--- src/rtl/pipe_ctrl_if.sv ---
// rtl/pipe_ctrl_if.sv - request/control bundle between EX/CLINT/bus and pipe_ctrl
//
// master : requester side (EX, CLINT, bus); drives the requests and observes the controls
// slave  : pipe_ctrl side; receives the requests and drives the controls
// Requests : ex_jump_req_i/ex_jump_addr_i, irq_req_i/irq_addr_i/irq_en_i,
//            ex_hold_req_i, bus_hold_req_i
// Controls : jump_flag_o/jump_addr_o, hold_o, flush_o, irq_ack_o, busy_o,
//            redirect_cnt_o
interface pipe_ctrl_if #(
    parameter int ADDR_W = 32,
    parameter int CNT_W  = 16
);
    logic              ex_jump_req_i;
    logic [ADDR_W-1:0] ex_jump_addr_i;
    logic              irq_req_i;
    logic [ADDR_W-1:0] irq_addr_i;
    logic              irq_en_i;
    logic              ex_hold_req_i;
    logic              bus_hold_req_i;

    logic              jump_flag_o;
    logic [ADDR_W-1:0] jump_addr_o;
    logic              hold_o;
    logic              flush_o;
    logic              irq_ack_o;
    logic              busy_o;
    logic [CNT_W-1:0]  redirect_cnt_o;

    modport master (
        output ex_jump_req_i, ex_jump_addr_i, irq_req_i, irq_addr_i, irq_en_i,
               ex_hold_req_i, bus_hold_req_i,
        input  jump_flag_o, jump_addr_o, hold_o, flush_o, irq_ack_o, busy_o,
               redirect_cnt_o
    );

    modport slave (
        input  ex_jump_req_i, ex_jump_addr_i, irq_req_i, irq_addr_i, irq_en_i,
               ex_hold_req_i, bus_hold_req_i,
        output jump_flag_o, jump_addr_o, hold_o, flush_o, irq_ack_o, busy_o,
               redirect_cnt_o
    );
endinterface

--- src/rtl/pipe_ctrl.sv ---
// rtl/pipe_ctrl.sv - RV32 pipeline redirect/stall arbitration and flush sequencer
//
// Ports:
//   clk  : core clock, all state updates on rising edge
//   rst  : synchronous active-high reset
//   bus  : pipe_ctrl_if.slave (requests in, pc_reg/if_id/id_ex controls out)
// Parameters:
//   ADDR_W       : PC / redirect target width
//   FLUSH_CYCLES : flush length after a redirect (1..15)
//   CNT_W        : redirect counter width
module pipe_ctrl #(
    parameter int ADDR_W       = 32,
    parameter int FLUSH_CYCLES = 2,
    parameter int CNT_W        = 16
) (
    input  logic        clk,
    input  logic        rst,
    pipe_ctrl_if.slave  bus
);

    typedef enum logic {
        RUN   = 1'b0,
        FLUSH = 1'b1
    } state_t;

    localparam logic [3:0]       FLUSH_INIT = 4'(FLUSH_CYCLES);
    localparam logic [CNT_W-1:0] CNT_MAX    = {CNT_W{1'b1}};

    state_t             state_q;
    state_t             state_d;
    logic [3:0]         flush_cnt_q;
    logic [3:0]         flush_cnt_d;
    logic               flush_q;
    logic               irq_ack_q;
    logic [CNT_W-1:0]   redirect_cnt_q;

    logic               irq_take;
    logic               jump_take;
    logic               redirect;

    logic               jump_flag;
    logic [ADDR_W-1:0]  jump_addr;
    logic               hold;

    // An interrupt is only taken with no hold pending, so a multi-cycle EX
    // op is never cut mid-flight. EX jumps seen during FLUSH come from
    // squashed instructions, hence the RUN qualifier on both.
    assign irq_take  = (state_q == RUN) && bus.irq_req_i && bus.irq_en_i &&
                       !bus.ex_hold_req_i && !bus.bus_hold_req_i;
    assign jump_take = (state_q == RUN) && !irq_take && bus.ex_jump_req_i;
    assign redirect  = irq_take || jump_take;

    // State register
    always_ff @(posedge clk) begin
        if (rst) begin
            state_q        <= RUN;
            flush_cnt_q    <= 4'd0;
            flush_q        <= 1'b0;
            irq_ack_q      <= 1'b0;
            redirect_cnt_q <= '0;
        end else begin
            state_q     <= state_d;
            flush_cnt_q <= flush_cnt_d;
            flush_q     <= (state_d == FLUSH);
            irq_ack_q   <= irq_take;
            if (redirect && (redirect_cnt_q != CNT_MAX)) begin
                redirect_cnt_q <= redirect_cnt_q + CNT_W'(1);
            end
        end
    end

    // Next-state logic
    always_comb begin
        state_d     = state_q;
        flush_cnt_d = flush_cnt_q;
        case (state_q)
            RUN: begin
                if (redirect) begin
                    state_d     = FLUSH;
                    flush_cnt_d = FLUSH_INIT;
                end
            end
            FLUSH: begin
                // A stalled bus freezes the pipeline, so the flush is
                // stretched rather than consumed while it is held.
                if (!bus.bus_hold_req_i) begin
                    if (flush_cnt_q <= 4'd1) begin
                        state_d     = RUN;
                        flush_cnt_d = 4'd0;
                    end else begin
                        flush_cnt_d = flush_cnt_q - 4'd1;
                    end
                end
            end
            default: begin
                state_d     = RUN;
                flush_cnt_d = 4'd0;
            end
        endcase
    end

    // Output logic
    always_comb begin
        jump_flag = 1'b0;
        jump_addr = '0;
        hold      = 1'b0;
        if (!rst) begin
            case (state_q)
                RUN: begin
                    if (irq_take) begin
                        jump_flag = 1'b1;
                        jump_addr = bus.irq_addr_i;
                    end else if (jump_take) begin
                        // A redirect overrides any hold request in the same cycle.
                        jump_flag = 1'b1;
                        jump_addr = bus.ex_jump_addr_i;
                    end else begin
                        hold = bus.ex_hold_req_i || bus.bus_hold_req_i;
                    end
                end
                FLUSH: begin
                    hold = bus.bus_hold_req_i;
                end
                default: begin
                    hold = 1'b0;
                end
            endcase
        end
    end

    assign bus.jump_flag_o    = jump_flag;
    assign bus.jump_addr_o    = jump_addr;
    assign bus.hold_o         = hold;
    assign bus.flush_o        = flush_q;
    assign bus.irq_ack_o      = irq_ack_q;
    assign bus.busy_o         = (state_q != RUN);
    assign bus.redirect_cnt_o = redirect_cnt_q;

endmodule

--- src/flat_wrapper.sv ---
// flat-port wrapper written by rule: the top's interface ports become plain ports
module pipe_ctrl_flat 
#(
    parameter int ADDR_W       = 32,
    parameter int FLUSH_CYCLES = 2,
    parameter int CNT_W        = 16
)
  (clk, rst, bus_ex_jump_req_i, bus_ex_jump_addr_i, bus_irq_req_i, bus_irq_addr_i, bus_irq_en_i, bus_ex_hold_req_i, bus_bus_hold_req_i, bus_jump_flag_o, bus_jump_addr_o, bus_hold_o, bus_flush_o, bus_irq_ack_o, bus_busy_o, bus_redirect_cnt_o);
  pipe_ctrl_if #(.ADDR_W(ADDR_W), .CNT_W(CNT_W)) bus_i ();
  input  logic clk;
  input  logic rst;
  input wire logic [$bits(bus_i.ex_jump_req_i)-1:0] bus_ex_jump_req_i;
  input wire logic [$bits(bus_i.ex_jump_addr_i)-1:0] bus_ex_jump_addr_i;
  input wire logic [$bits(bus_i.irq_req_i)-1:0] bus_irq_req_i;
  input wire logic [$bits(bus_i.irq_addr_i)-1:0] bus_irq_addr_i;
  input wire logic [$bits(bus_i.irq_en_i)-1:0] bus_irq_en_i;
  input wire logic [$bits(bus_i.ex_hold_req_i)-1:0] bus_ex_hold_req_i;
  input wire logic [$bits(bus_i.bus_hold_req_i)-1:0] bus_bus_hold_req_i;
  output wire logic [$bits(bus_i.jump_flag_o)-1:0] bus_jump_flag_o;
  output wire logic [$bits(bus_i.jump_addr_o)-1:0] bus_jump_addr_o;
  output wire logic [$bits(bus_i.hold_o)-1:0] bus_hold_o;
  output wire logic [$bits(bus_i.flush_o)-1:0] bus_flush_o;
  output wire logic [$bits(bus_i.irq_ack_o)-1:0] bus_irq_ack_o;
  output wire logic [$bits(bus_i.busy_o)-1:0] bus_busy_o;
  output wire logic [$bits(bus_i.redirect_cnt_o)-1:0] bus_redirect_cnt_o;
  assign bus_i.ex_jump_req_i = bus_ex_jump_req_i;
  assign bus_i.ex_jump_addr_i = bus_ex_jump_addr_i;
  assign bus_i.irq_req_i = bus_irq_req_i;
  assign bus_i.irq_addr_i = bus_irq_addr_i;
  assign bus_i.irq_en_i = bus_irq_en_i;
  assign bus_i.ex_hold_req_i = bus_ex_hold_req_i;
  assign bus_i.bus_hold_req_i = bus_bus_hold_req_i;
  assign bus_jump_flag_o = bus_i.jump_flag_o;
  assign bus_jump_addr_o = bus_i.jump_addr_o;
  assign bus_hold_o = bus_i.hold_o;
  assign bus_flush_o = bus_i.flush_o;
  assign bus_irq_ack_o = bus_i.irq_ack_o;
  assign bus_busy_o = bus_i.busy_o;
  assign bus_redirect_cnt_o = bus_i.redirect_cnt_o;
  pipe_ctrl #(.ADDR_W(ADDR_W), .FLUSH_CYCLES(FLUSH_CYCLES), .CNT_W(CNT_W)) u_core (.clk(clk), .rst(rst), .bus(bus_i));
endmodule
--- config.mk ---
export PLATFORM = sky130hd
export DESIGN_NAME = pipe_ctrl_flat
export DESIGN_NICKNAME = d
export VERILOG_FILES = /design/src/rtl/pipe_ctrl_if.sv /design/src/rtl/pipe_ctrl.sv /design/src/flat_wrapper.sv
export SDC_FILE = /design/constraint.sdc
export NUM_CORES = 1
export LEC_CHECK = 0
export CAP_MARGIN = 20
export CORE_MARGIN = 1
export CORE_UTILIZATION = 60
export CTS_CLUSTER_SIZE = 12
export DETAILED_ROUTE_END_ITERATION = 7
export DONT_BUFFER_PORTS = 1
export GPL_ROUTABILITY_DRIVEN = 0
export PLACE_DENSITY = 0.8
export SYNTH_ARGS = -nofsm -noshare
export SYNTH_HDL_FRONTEND = slang
export SYNTH_SLANG_ARGS = --single-unit
--- constraint.sdc ---
create_clock -name clk -period 2.65 [get_ports clk]
set_input_delay 0.6625 -clock clk [delete_from_list [all_inputs] [get_ports clk]]
set_output_delay 0.6625 -clock clk [all_outputs]
set_load 0.02 [all_outputs]
==> results.py <==
metrics = {
    "outcome": {
        "status": "completed",
    },
    "power": {
        "seqPwrFrac_pct": 46.6,
        "p_per_area_mw_per_mm2": 380,
        "switchingPower_w": 0.000249,
        "p_int_w": 0.000507,
        "clkPwrFrac_pct": 25.1,
        "ir_worst_vdd_v": 0.000428,
        "swShare_pct": 32.9,
        "leakage_nw": 0.764,
        "power.share.combinational_pct": 28.3,
    },
    "min_path": {
        "hold_path_class": "primary input to register",
        "hold_depth": 1,
    },
    "clocking": {
        "cts-resized-gates": 0,
        "htree_num_levels": 1,
        "insertion_delay_ps": 320,
        "clk_path_buf_depth": 2,
        "path_clk_slew_ps": 120,
        "clock_sinks": 22,
        "cts_hold_buf": 0,
        "ctsRootBufferMaster": "clkbuf_4",
        "cts_made_buffers": 3,
        "cts_setup_buffers": 0,
        "cts_tree": "done",
    },
    "yosys": {
        "yosysSeqAreaShare_pct": 26.2,
        "yosys.cell_types.count": 39,
        "avgSynthCellArea_um2": 7.47,
        "async_flop_share_pct": 0,
        "yosysTopAreaCell": "dfxtp_1",
        "syn_inst": 225,
        "syn_area_mm2": 0.00168,
        "synth-edff-count": 0,
        "synth_flop_cell": "dfxtp_1",
        "yosysWarnings": 0,
        "ys_ff_latch": 22,
        "synthTopCellsByArea": "dfxtp_1 26%, a22oi_1 15%, nor2_1 9.6%",
        "synth_fp_nets": 299,
        "synth_top_area_share_pct": 26.2,
    },
    "placed_design": {
        "io_buffers": 0,
        "post-place-cells": 275,
        "place_area_mm2": 0.00195,
        "dp_hpwl_um": 3710,
    },
    "global_routing": {
        "grt_start_max_net_pins": 34,
        "globalRouteMet1Util_pct": 37.9,
        "overflow": 0,
        "grt_pass1_wl_um": 6330,
        "grtUsageMet2_pct": 48.2,
        "grt_use_total_pct": 29.2,
        "antenna_found_initial": 0,
        "gr-usage-met3_pct": 7.10,
        "top_usage_layer": "met2",
        "grt_pass1_vias": 1456,
    },
    "layout": {
        "fin_util_pct": 77.5,
        "final_cell_mix": "43 x nor2_1, 37 x buf_4, 33 x a22oi_1, 21 x dfxtp_1, 11 x a21oi_1",
        "finalNonFillerCells": 279,
        "final_nets": 324,
        "final_common_cell": "nor2_1",
        "fill_cells": 205,
        "antennaDiodeCount": 0,
        "syn2layout_area_growth_pct": 18.5,
        "drive_above_1_share_pct": 22.1,
        "finalInstanceArea_mm2": 0.00199,
    },
    "floorplan": {
        "rows": 18,
        "dieArea_mm2": 0.00302,
        "die_h_um": 54.9,
        "core_mm2": 0.00257,
        "die_w_um": 54.9,
        "io_pins": 124,
        "start_util_pct": 65.4,
    },
    "timing": {
        "fin_crit_sh_pct": 94.5,
        "setup_violations": 0,
        "max_freq_ghz": 0.399,
        "worst_pin_slew_ps": 527,
        "finalSetupTns_ps": 0,
        "fin_crit_ps": 2500,
        "fin_skew_ps": 5.08,
        "grt_setup_unrepaired": "no",
        "holdWs_ps": 391,
        "hold_viol": 0,
        "max-slew-margin-rel_pct": 64.8,
        "drv_slew": 0,
    },
    "detailed_routing": {
        "first_iter_violations": 111,
        "ant_nets": 0,
        "drc": 0,
        "wire_per_inst_um": 17.6,
        "firstDrtPassIters": 5,
        "finalWirelength_um": 4920,
        "routed_via_density": 6.75,
        "vias": 1884,
    },
    "critical_path": {
        "end_kind": "primary output",
        "cp-start-kind": "register",
        "critical_path_class": "register to primary output",
        "crit_fanout": 32,
        "worstPathArrival_ps": 1840,
        "crit_required_ps": 1990,
        "r2r_cells": 6,
    },
    "flow_run": {
        "drv_cap": 0,
    },
}
## Yosys cell counts, types with 6 or more instances
master and n:
nor2_1 43, a22oi_1 33, dfxtp_1 22, a21oi_1 11
clkbuf_1 10, nand2_1 10, mux2_1 7, nor2b_1 7
o31ai_1 7, or4_1 7, buf_2 6, inv_1 6
nand3_1 6
## metrics by stage
stage                     power, W  worst slack, ps
after CTS                 0.000753             87.5
after floorplan           0.000514              127
after global routing      0.000792             34.3
final                     0.000756              146
after detailed placement  0.000571              245
after global placement    0.000559              335
## final timing paths
path / slack [ps] / start / endpoint
worst max-delay path: 150 / u_core.bus.busy_o / bus_jump_addr_o[8]
worst min-delay path: 390 / rst / u_core.bus.busy_o
worst max register to register: 720 / u_core.bus.redirect_cnt_o[0] / u_core.bus.redirect_cnt_o[7]
worst min register to register: 520 / u_core.flush_cnt_q[3] / u_core.flush_cnt_q[3]
## per-layer routing
layer / wire length (um) / share of wire (%) / vias to the layer above
li1: - / - / 888
met1: 1970 / 40 / 869
met2: 2490 / 51 / 115
met3: 399 / 8.1 / 12
met4: 57 / 1.2 / 0
met5: 0 / 0 / -
## cells by family after synthesis
| kind of cell | after synthesis | share of synthesized area [%] |
|---|---|---|
| adders and majority gates | 3 | 2.23 |
| DFF | 22 | 26.2 |
| AOI/OAI and AO/OA | 64 | 27.1 |
| buffers and inverters | 26 | 7.15 |
| and+or+nand+nor | 103 | 32.6 |
| muxes | 7 | 4.69 |
## critical path, stage by stage, from the launching register on
cell	delay (ps)
dfxtp_2	410
nand2b_1	250
a31oi_2	260
buf_12	220
a22oi_1	100
nor2_1	110
buf_4	160
## flip-flops by register name, summed over array words and instances (netlist names)
register	flops
u_core.bus.busy_o	1
u_core.bus.irq_ack_o	1
u_core.flush_cnt_q	4
u_core.bus.redirect_cnt_o	16
## layout make-up
type / count / area [um2] / share of cell area, %
clock buffer: 4 / 36.3 / 1.82
timing repair buffer: 39 / 318 / 16.0
tap: 30 / 37.5 / 1.89
sequential: 22 / 442 / 22.2
multi-input combinational: 177 / 1130 / 56.8
inverter: 7 / 26.3 / 1.32
## power groups by stage
stage               Clock (W)  Combinational, W  Sequential, W
floorplan                   0          0.000158       0.000356
global route         0.000203          0.000234       0.000354
finish               0.000190          0.000214       0.000353
detailed placement          0          0.000211       0.000359
global placement            0          0.000200       0.000359
CTS                  0.000189          0.000212       0.000352
(Power assumes the default switching activity.)
